**src/rtl/exe_pkg.sv**
```systemverilog
// exe_pkg: shared definitions for the multi-cycle MIPS-subset execute unit.
// Holds the opcode/funct encodings, the FSM state enum and the ALU-op enum
// used by exe_mc and exe_alu.
package exe_pkg;

    // Primary opcodes (instr[31:26])
    localparam logic [5:0] OP_RTYPE = 6'h00;
    localparam logic [5:0] OP_ADDI  = 6'h08;
    localparam logic [5:0] OP_LW    = 6'h23;
    localparam logic [5:0] OP_SW    = 6'h2B;

    // R-type function codes (instr[5:0])
    localparam logic [5:0] FN_ADD = 6'h20;
    localparam logic [5:0] FN_SUB = 6'h22;
    localparam logic [5:0] FN_AND = 6'h24;
    localparam logic [5:0] FN_OR  = 6'h25;
    localparam logic [5:0] FN_SLT = 6'h2A;

    typedef enum logic [1:0] {
        S_IDLE,
        S_EXEC,
        S_MEM
    } state_t;

    typedef enum logic [2:0] {
        ALU_ADD,
        ALU_SUB,
        ALU_AND,
        ALU_OR,
        ALU_SLT
    } alu_op_t;

endpackage

```
**src/rtl/exe_alu.sv**
```systemverilog
// exe_alu: combinational ALU for the execute unit.
// Ports:
//   a, b : XLEN-bit operands
//   op   : operation select (alu_op_t)
//   y    : XLEN-bit result; add/sub wrap, slt yields 1/0 from a signed compare
module exe_alu
    import exe_pkg::*;
#(
    parameter int XLEN = 32
) (
    input  logic [XLEN-1:0] a,
    input  logic [XLEN-1:0] b,
    input  alu_op_t         op,
    output logic [XLEN-1:0] y
);

    // Pure combinational operation select; also used for address generation
    always_comb begin
        y = '0;
        case (op)
            ALU_ADD: y = a + b;
            ALU_SUB: y = a - b;
            ALU_AND: y = a & b;
            ALU_OR:  y = a | b;
            ALU_SLT: y[0] = ($signed(a) < $signed(b));
            default: y = '0;
        endcase
    end

endmodule

```
**src/rtl/exe_mc.sv**
```systemverilog
// exe_mc: multi-cycle MIPS-subset execute unit (add/sub/and/or/slt, addi,
// lw, sw) with its own register file and word-addressed data memory.
// Ports:
//   clk, rst_n               : clock, asynchronous active-low reset
//   instr_valid/instr_ready  : instruction stream handshake
//   instr                    : 32-bit MIPS instruction word
//   res_valid                : one-cycle pulse per completed instruction
//   res_store                : 1 = store completed, 0 = register writeback
//   res_rd                   : destination register (0 for stores)
//   res_data                 : value written to register or memory
//   trap                     : one-cycle pulse for illegal/misaligned instructions
module exe_mc
    import exe_pkg::*;
#(
    parameter int XLEN       = 32,
    parameter int NREGS      = 32,
    parameter int DMEM_DEPTH = 64
) (
    input  logic            clk,
    input  logic            rst_n,
    input  logic            instr_valid,
    output logic            instr_ready,
    input  logic [31:0]     instr,
    output logic            res_valid,
    output logic            res_store,
    output logic [4:0]      res_rd,
    output logic [XLEN-1:0] res_data,
    output logic            trap
);

    localparam int RW = (NREGS > 1) ? $clog2(NREGS) : 1;
    localparam int AW = $clog2(DMEM_DEPTH);
    localparam logic [5:0] NREGS_LIM = 6'(NREGS);

    state_t          state;
    logic [31:0]     ir;
    logic [XLEN-1:0] op_a;
    logic [XLEN-1:0] op_b;
    logic [XLEN-1:0] regs [NREGS];
    logic [XLEN-1:0] dmem [DMEM_DEPTH];
    logic [XLEN-1:0] mem_rdata;

    logic [5:0]      opcode;
    logic [5:0]      funct;
    logic [4:0]      rs;
    logic [4:0]      rt;
    logic [4:0]      rd;
    logic [4:0]      dest;
    logic [15:0]     imm;
    logic            is_r;
    logic            is_addi;
    logic            is_lw;
    logic            is_sw;
    logic            funct_ok;
    logic            regs_ok;
    logic            misaligned;
    logic            illegal;
    alu_op_t         alu_op;
    logic [XLEN-1:0] imm_ext;
    logic [XLEN-1:0] alu_b;
    logic [XLEN-1:0] alu_y;
    logic [AW-1:0]   mem_idx;
    logic            rf_we;
    logic [XLEN-1:0] rf_wdata;
    logic            dm_we;
    logic            unused_shamt;

    assign opcode  = ir[31:26];
    assign rs      = ir[25:21];
    assign rt      = ir[20:16];
    assign rd      = ir[15:11];
    assign imm     = ir[15:0];
    assign funct   = ir[5:0];
    assign unused_shamt = ^ir[10:6];

    assign is_r    = (opcode == OP_RTYPE);
    assign is_addi = (opcode == OP_ADDI);
    assign is_lw   = (opcode == OP_LW);
    assign is_sw   = (opcode == OP_SW);
    assign dest    = is_r ? rd : rt;
    assign imm_ext = XLEN'($signed(imm));

    // Map funct to an ALU op; non-R-type instructions always add (addi and
    // effective-address generation share the adder)
    always_comb begin
        alu_op   = ALU_ADD;
        funct_ok = 1'b0;
        case (funct)
            FN_ADD: begin alu_op = ALU_ADD; funct_ok = 1'b1; end
            FN_SUB: begin alu_op = ALU_SUB; funct_ok = 1'b1; end
            FN_AND: begin alu_op = ALU_AND; funct_ok = 1'b1; end
            FN_OR:  begin alu_op = ALU_OR;  funct_ok = 1'b1; end
            FN_SLT: begin alu_op = ALU_SLT; funct_ok = 1'b1; end
            default: ;
        endcase
        if (!is_r) begin
            alu_op = ALU_ADD;
        end
    end

    assign alu_b = is_r ? op_b : imm_ext;

    exe_alu #(.XLEN(XLEN)) u_alu (
        .a  (op_a),
        .b  (alu_b),
        .op (alu_op),
        .y  (alu_y)
    );

    // rd only matters for R-type; I-type uses rs/rt
    assign regs_ok = ({1'b0, rs} < NREGS_LIM) && ({1'b0, rt} < NREGS_LIM)
                     && (!is_r || ({1'b0, rd} < NREGS_LIM));
    assign misaligned = (is_lw || is_sw) && (alu_y[1:0] != 2'b00);
    assign illegal = !((is_r && funct_ok) || is_addi || is_lw || is_sw)
                     || !regs_ok || misaligned;
    assign mem_idx = alu_y[AW+1:2];

    // Write ports: r0 writes are suppressed here, the result pulse still fires
    assign rf_we = !illegal && (dest != 5'd0)
                   && (((state == S_EXEC) && (is_r || is_addi)) || (state == S_MEM));
    assign rf_wdata = (state == S_MEM) ? mem_rdata : alu_y;
    assign dm_we = (state == S_EXEC) && is_sw && !illegal;

    // Flop-based register file, cleared by reset so every register reads 0
    always_ff @(posedge clk or negedge rst_n) begin
        if (!rst_n) begin
            for (int i = 0; i < NREGS; i++) begin
                regs[i] <= '0;
            end
        end else if (rf_we) begin
            regs[dest[RW-1:0]] <= rf_wdata;
        end
    end

    // Synchronous data RAM; the read is issued in S_EXEC and consumed in S_MEM
    always_ff @(posedge clk) begin
        if (dm_we) begin
            dmem[mem_idx] <= op_b;
        end
        mem_rdata <= dmem[mem_idx];
    end

    // Control FSM with registered handshake and result outputs
    always_ff @(posedge clk or negedge rst_n) begin
        if (!rst_n) begin
            state       <= S_IDLE;
            instr_ready <= 1'b1;
            res_valid   <= 1'b0;
            res_store   <= 1'b0;
            res_rd      <= 5'd0;
            res_data    <= '0;
            trap        <= 1'b0;
            ir          <= '0;
            op_a        <= '0;
            op_b        <= '0;
        end else begin
            res_valid <= 1'b0;
            trap      <= 1'b0;
            case (state)
                S_IDLE: begin
                    if (instr_valid && instr_ready) begin
                        ir          <= instr;
                        op_a        <= regs[instr[21 +: RW]];
                        op_b        <= regs[instr[16 +: RW]];
                        instr_ready <= 1'b0;
                        state       <= S_EXEC;
                    end
                end
                S_EXEC: begin
                    if (illegal) begin
                        trap        <= 1'b1;
                        instr_ready <= 1'b1;
                        state       <= S_IDLE;
                    end else if (is_lw) begin
                        state <= S_MEM;
                    end else begin
                        res_valid   <= 1'b1;
                        res_store   <= is_sw;
                        res_rd      <= is_sw ? 5'd0 : dest;
                        res_data    <= is_sw ? op_b : alu_y;
                        instr_ready <= 1'b1;
                        state       <= S_IDLE;
                    end
                end
                S_MEM: begin
                    res_valid   <= 1'b1;
                    res_store   <= 1'b0;
                    res_rd      <= rt;
                    res_data    <= mem_rdata;
                    instr_ready <= 1'b1;
                    state       <= S_IDLE;
                end
                default: begin
                    instr_ready <= 1'b1;
                    state       <= S_IDLE;
                end
            endcase
        end
    end

endmodule
```
**config.mk**
```make
export PLATFORM = sky130hd
export DESIGN_NAME = exe_mc
export DESIGN_NICKNAME = d
export VERILOG_FILES = /design/src/rtl/exe_pkg.sv /design/src/rtl/exe_alu.sv /design/src/rtl/exe_mc.sv
export SDC_FILE = /design/constraint.sdc
export NUM_CORES = 2
export LEC_CHECK = 0
export ABC_CLOCK_PERIOD_IN_PS = 6400
export CAP_MARGIN = 20
export CORE_MARGIN = 2
export CORE_UTILIZATION = 45
export CTS_CLUSTER_SIZE = 25
export DETAILED_ROUTE_END_ITERATION = 10
export PLACE_DENSITY_LB_ADDON = 0.15
export SETUP_SLACK_MARGIN = 0.05
export SKIP_CTS_REPAIR_TIMING = 1
export SYNTH_ARGS = -nofsm -noshare
export SYNTH_HDL_FRONTEND = slang
export SYNTH_SLANG_ARGS = --single-unit
```
**constraint.sdc**
```tcl
create_clock -name clk -period 6.4 [get_ports clk]
set_input_delay 1.28 -clock clk [delete_from_list [all_inputs] [get_ports clk]]
set_output_delay 1.28 -clock clk [all_outputs]
set_load 0.005 [all_outputs]
```
==> summary.log <==
[synth] simple logic cell fraction of the synthesized area 8.18%
[synth] dominant combinational cell family by area after synthesis multiplexers
[power] Pleak 0.0585 uW
[synth] Synth Instances 11000
[timing] maximum clock rate 159 MHz
[synth] asr flop ratio synth 35.8%
[power] power density relative to cell area 420 nW/um2
[setup_path] Worst EP required 7230 ps
[power] relative contribution of sequential cells to total power 33.1%
[die] width of the die 568 um
[clock_network] number of buffers between clock root and the deepest sink 4
[die] initial standard-cell utilization of the core 45.1%
[cells_and_area] layout cell share with drive strength beyond 1 18.8%
[place] half-perimeter wire length after detailed placement 370000 um
[timing] final hold vios 0
[die] IO Count 76
[detailed_routing] drt via density 6.47
[min_path] worst min path class in2async
[run] number of max-cap violations 0
[global_route] via count of the first global-routing pass 98800
[place] number of placed instances with taps included 15100
[detailed_routing] DR iter-0 viols 14700
[timing] number of pins exceeding their max-slew limit in the final report 0
[detailed_routing] routed wire length 576000 um
[power] maximum resistive drop on vdd 0.328 mV
[synth] register area share after synthesis 63.7%
[detailed_routing] DR vias 102000
[power] Clock Power Share 29.1%
[die] number of core rows 207
[synth] xor and xnor fraction of the mapped netlist area 0.0122%
[setup_path] Crit path arrival time 7120 ps
[timing] fin worst setup slack 109 ps
[cells_and_area] area growth from synthesis to layout 15.8%
[synth] EDFF count, synth 2048
[timing] min cycle time layout 6290 ps
[detailed_routing] number of iterations in the first detailed-routing pass 10
[place] Final Wtd Congestion 1.02
[timing] slew at the pin with the worst max-slew slack 1270 ps
[synth] compound-cell area share of the yosys netlist 11.4%
[global_route] pin count of the biggest net entering global routing 193
[synth] most instantiated flip-flop cell in the synthesis netlist sky130_fd_sc_hd__edfxtp_1
[setup_path] FF-to-FF path depth 19
[clock_network] count of H-tree levels built during CTS 5
[place] Port Buf Inserts 75
[power] switching share of total power 40.2%
[global_route] sum of overflow across all layers after global routing 0
[synth] share of cell area taken by muxes after synthesis 12.7%
[synth] post-synth cell types 99
[cells_and_area] most common library cell in the layout ignoring fill and taps sky130_fd_sc_hd__nand2_1
[setup_path] CP Class reg2reg
[power] Internal 41600 uW
[timing] clock skew 78.6 ps
[detailed_routing] routed wl met2 259000 um
[detailed_routing] Antenna Violating Nets Remaining 0
[synth] Synth Cell Area 143000 um2
[global_route] aggregate global-route resource usage 35.4%
[die] vertical die dimension 568 um
[cells_and_area] filler cell count 26600
[timing] final sum of negative setup slack 0 ps
[timing] Period Utilization, post-route 98.3%
[timing] RSZ-0062 raised after global routing false
[setup_path] CP Capture Type flop
[status] result of the run finished, final reports clean
[cells_and_area] count of non-filler cells in the finished layout 15800
[global_route] antenna violations before repair 63
[die] Die ar. 322000 um2
[synth] total number of yosys warnings 0
[timing] worst slew margin relative to its limit 15.2%
[place] pre-CTS setup slack -232 ps
[clock_network] CTS tree yes
[cells_and_area] Finished Cell Area 166000 um2
[detailed_routing] wire length the detailed router placed on met1 210000 um
[synth] Syn Area/Cell 13.0 um2
[setup_path] first element of the critical path ir[31]$_DFFE_PN0P_
[synth] Syn Nets 11100
[place] cell area after placement 154000 um2
[power] switching power summed over all nets 27900 uW
[die] area of the core 317000 um2
[clock_network] number of buffers added by the clock tree synthesis step 349
[cells_and_area] fraction of the core area covered by cells at the end of the flow 52.2%
[detailed_routing] mean routed wirelength per cell 36.6 um
[setup_path] Crit Path Max Fanout 21
[detailed_routing] top metal layer carrying routed signals met5
[setup_path] worst reg2reg startpoint ir[31]$_DFFE_PN0P_
[detailed_routing] routed length on met3 58700 um
[clock_network] Clock Sink Count 3238
[clock_network] clock slew seen by the registers of the worst setup and hold paths 60 ps
[setup_path] category of the worst setup path launch point flop
[cells_and_area] commonest cells after routing, fill and taps aside 2105 x sky130_fd_sc_hd__nand2_1, 2048 x sky130_fd_sc_hd__edfxtp_1, 1167 x sky130_fd_sc_hd__o21ai_0, 1125 x sky130_fd_sc_hd__dfrtp_1, 643 x sky130_fd_sc_hd__a21oi_1
[global_route] global-route wire length before repair 800000 um
[synth] number of register bits inferred by synthesis 3238
[cells_and_area] NumNets Final 11400
[synth] post-synthesis share of cell area spent on full adders, half adders and majority gates 0.894%
[detailed_routing] Post-route DRC 0
[clock_network] buffer type at the clock tree root sky130_fd_sc_hd__clkbuf_16
[clock_network] clock insertion delay at the later pin of the skew report 980 ps
[power] proportion of power drawn by combinational gates 37.8%
[timing] Finish-stage setup viols 0
## worst max-delay path, stage by stage (launching register included)
cell and delay [ps]:
sky130_fd_sc_hd__dfrtp_1 430, sky130_fd_sc_hd__or4_1 590, sky130_fd_sc_hd__nor2_4 290, sky130_fd_sc_hd__buf_4 270
sky130_fd_sc_hd__nand2_1 80, sky130_fd_sc_hd__nand2_1 100, sky130_fd_sc_hd__inv_1 70, sky130_fd_sc_hd__ha_1 460
sky130_fd_sc_hd__inv_1 140, sky130_fd_sc_hd__a221oi_1 490, sky130_fd_sc_hd__and2_1 240, sky130_fd_sc_hd__o221ai_1 180
sky130_fd_sc_hd__a22oi_2 230, sky130_fd_sc_hd__buf_12 280, sky130_fd_sc_hd__nor2_1 240, sky130_fd_sc_hd__nand2_1 210
sky130_fd_sc_hd__buf_4 560, sky130_fd_sc_hd__a21oi_1 230, sky130_fd_sc_hd__a211o_1 480, sky130_fd_sc_hd__or4_1 500
## power groups by stage
| stage | logic, uW | clock network (uW) | registers [uW] |
|---|---|---|---|
| 5_1_grt | 26800 | 21200 | 23000 |
| 3_3_place_gp | 24900 | 0 | 23400 |
| 3_5_place_dp | 25100 | 0 | 23400 |
| 4_1_cts | 25200 | 20400 | 23000 |
| 2_1_floorplan | 12200 | 0 | 23000 |
| 6_report | 26300 | 20200 | 23000 |
## state kept, by name, summed over array words and instances (netlist names)
| name | count |
|---|---|
| state | 2 |
| regs | 1024 |
| op_b | 32 |
| res_data | 32 |
| res_store | 1 |
| res_valid | 1 |
| trap | 1 |
| ir | 27 |
| op_a | 32 |
| res_rd | 5 |
| mem_rdata | 32 |
| instr_ready | 1 |
| dmem | 2048 |
## synth_stat cells, types with 99 or more instances
cell,instances,area [um2]
sky130_fd_sc_hd__clkbuf_1,511,1920
sky130_fd_sc_hd__inv_1,175,657
sky130_fd_sc_hd__a21oi_1,644,3220
sky130_fd_sc_hd__a22oi_1,108,811
sky130_fd_sc_hd__a211oi_1,107,803
sky130_fd_sc_hd__dfrtp_1,1157,29000
sky130_fd_sc_hd__ha_1,99,1240
sky130_fd_sc_hd__nand2_1,2109,7920
sky130_fd_sc_hd__mux4_2,640,14400
sky130_fd_sc_hd__a221oi_1,113,990
sky130_fd_sc_hd__buf_2,241,1210
sky130_fd_sc_hd__nor2_1,251,942
sky130_fd_sc_hd__mux2i_1,294,2940
sky130_fd_sc_hd__nand3_1,245,1230
sky130_fd_sc_hd__o21ai_0,1178,5900
sky130_fd_sc_hd__edfxtp_1,2048,61500
## area by class of cell
| cell class | count | area, um2 | share of cell area [%] |
|---|---|---|---|
| clock inverters | 144 | 1380 | 0.834 |
| flip-flops and latches | 3238 | 91200 | 55.1 |
| repair buffers | 797 | 8560 | 5.17 |
| clock buffers | 493 | 9900 | 5.98 |
| diodes | 28 | 70.1 | 0.0423 |
| well taps | 4180 | 5230 | 3.16 |
| inverters | 176 | 661 | 0.399 |
| multi-input cells | 6703 | 48600 | 29.3 |
## logic make-up (layout without fill, tap and decap cells)
family / count (synthesis) / count (layout)
adder cells (fa/ha/maj): 101 / 101
flip-flops: 3238 / 3238
other: 0 / 28
AO/OA/AOI/OAI: 2742 / 2742
AND/OR/NAND/NOR: 2857 / 2857
XOR/XNOR: 2 / 2
buffers and inverters: 1065 / 1610
multiplexers: 1001 / 1001
## metrics by stage
stage          hold slack (ps)  power, uW
6_report                   322      69500
2_1_floorplan              441      35300
4_1_cts                    352      68600
5_1_grt                    389      71100
3_3_place_gp               376      48400
3_5_place_dp               383      48500
## per-layer routing
layer  track usage [%]  vias to the layer above
met5                 0                        -
met4              24.6                       34
met3              7.98                     1558
met2              54.0                     6307
met1              45.1                    52300
li1                  -                    41900
## path summary, 6_finish.rpt
check,endpoint,slack [ps]
max,mem_rdata[21]$_DFF_P_,110
min,regs[279]$_DFFE_PN0P_,320
min in group clk,regs[1009]$_DFFE_PN0P_,390
max reg2reg,mem_rdata[21]$_DFF_P_,110
max in group asynchronous,op_a[6]$_DFFE_PN0P_,4330
min reg2reg,regs[1009]$_DFFE_PN0P_,390
(Power assumes the default switching activity.)
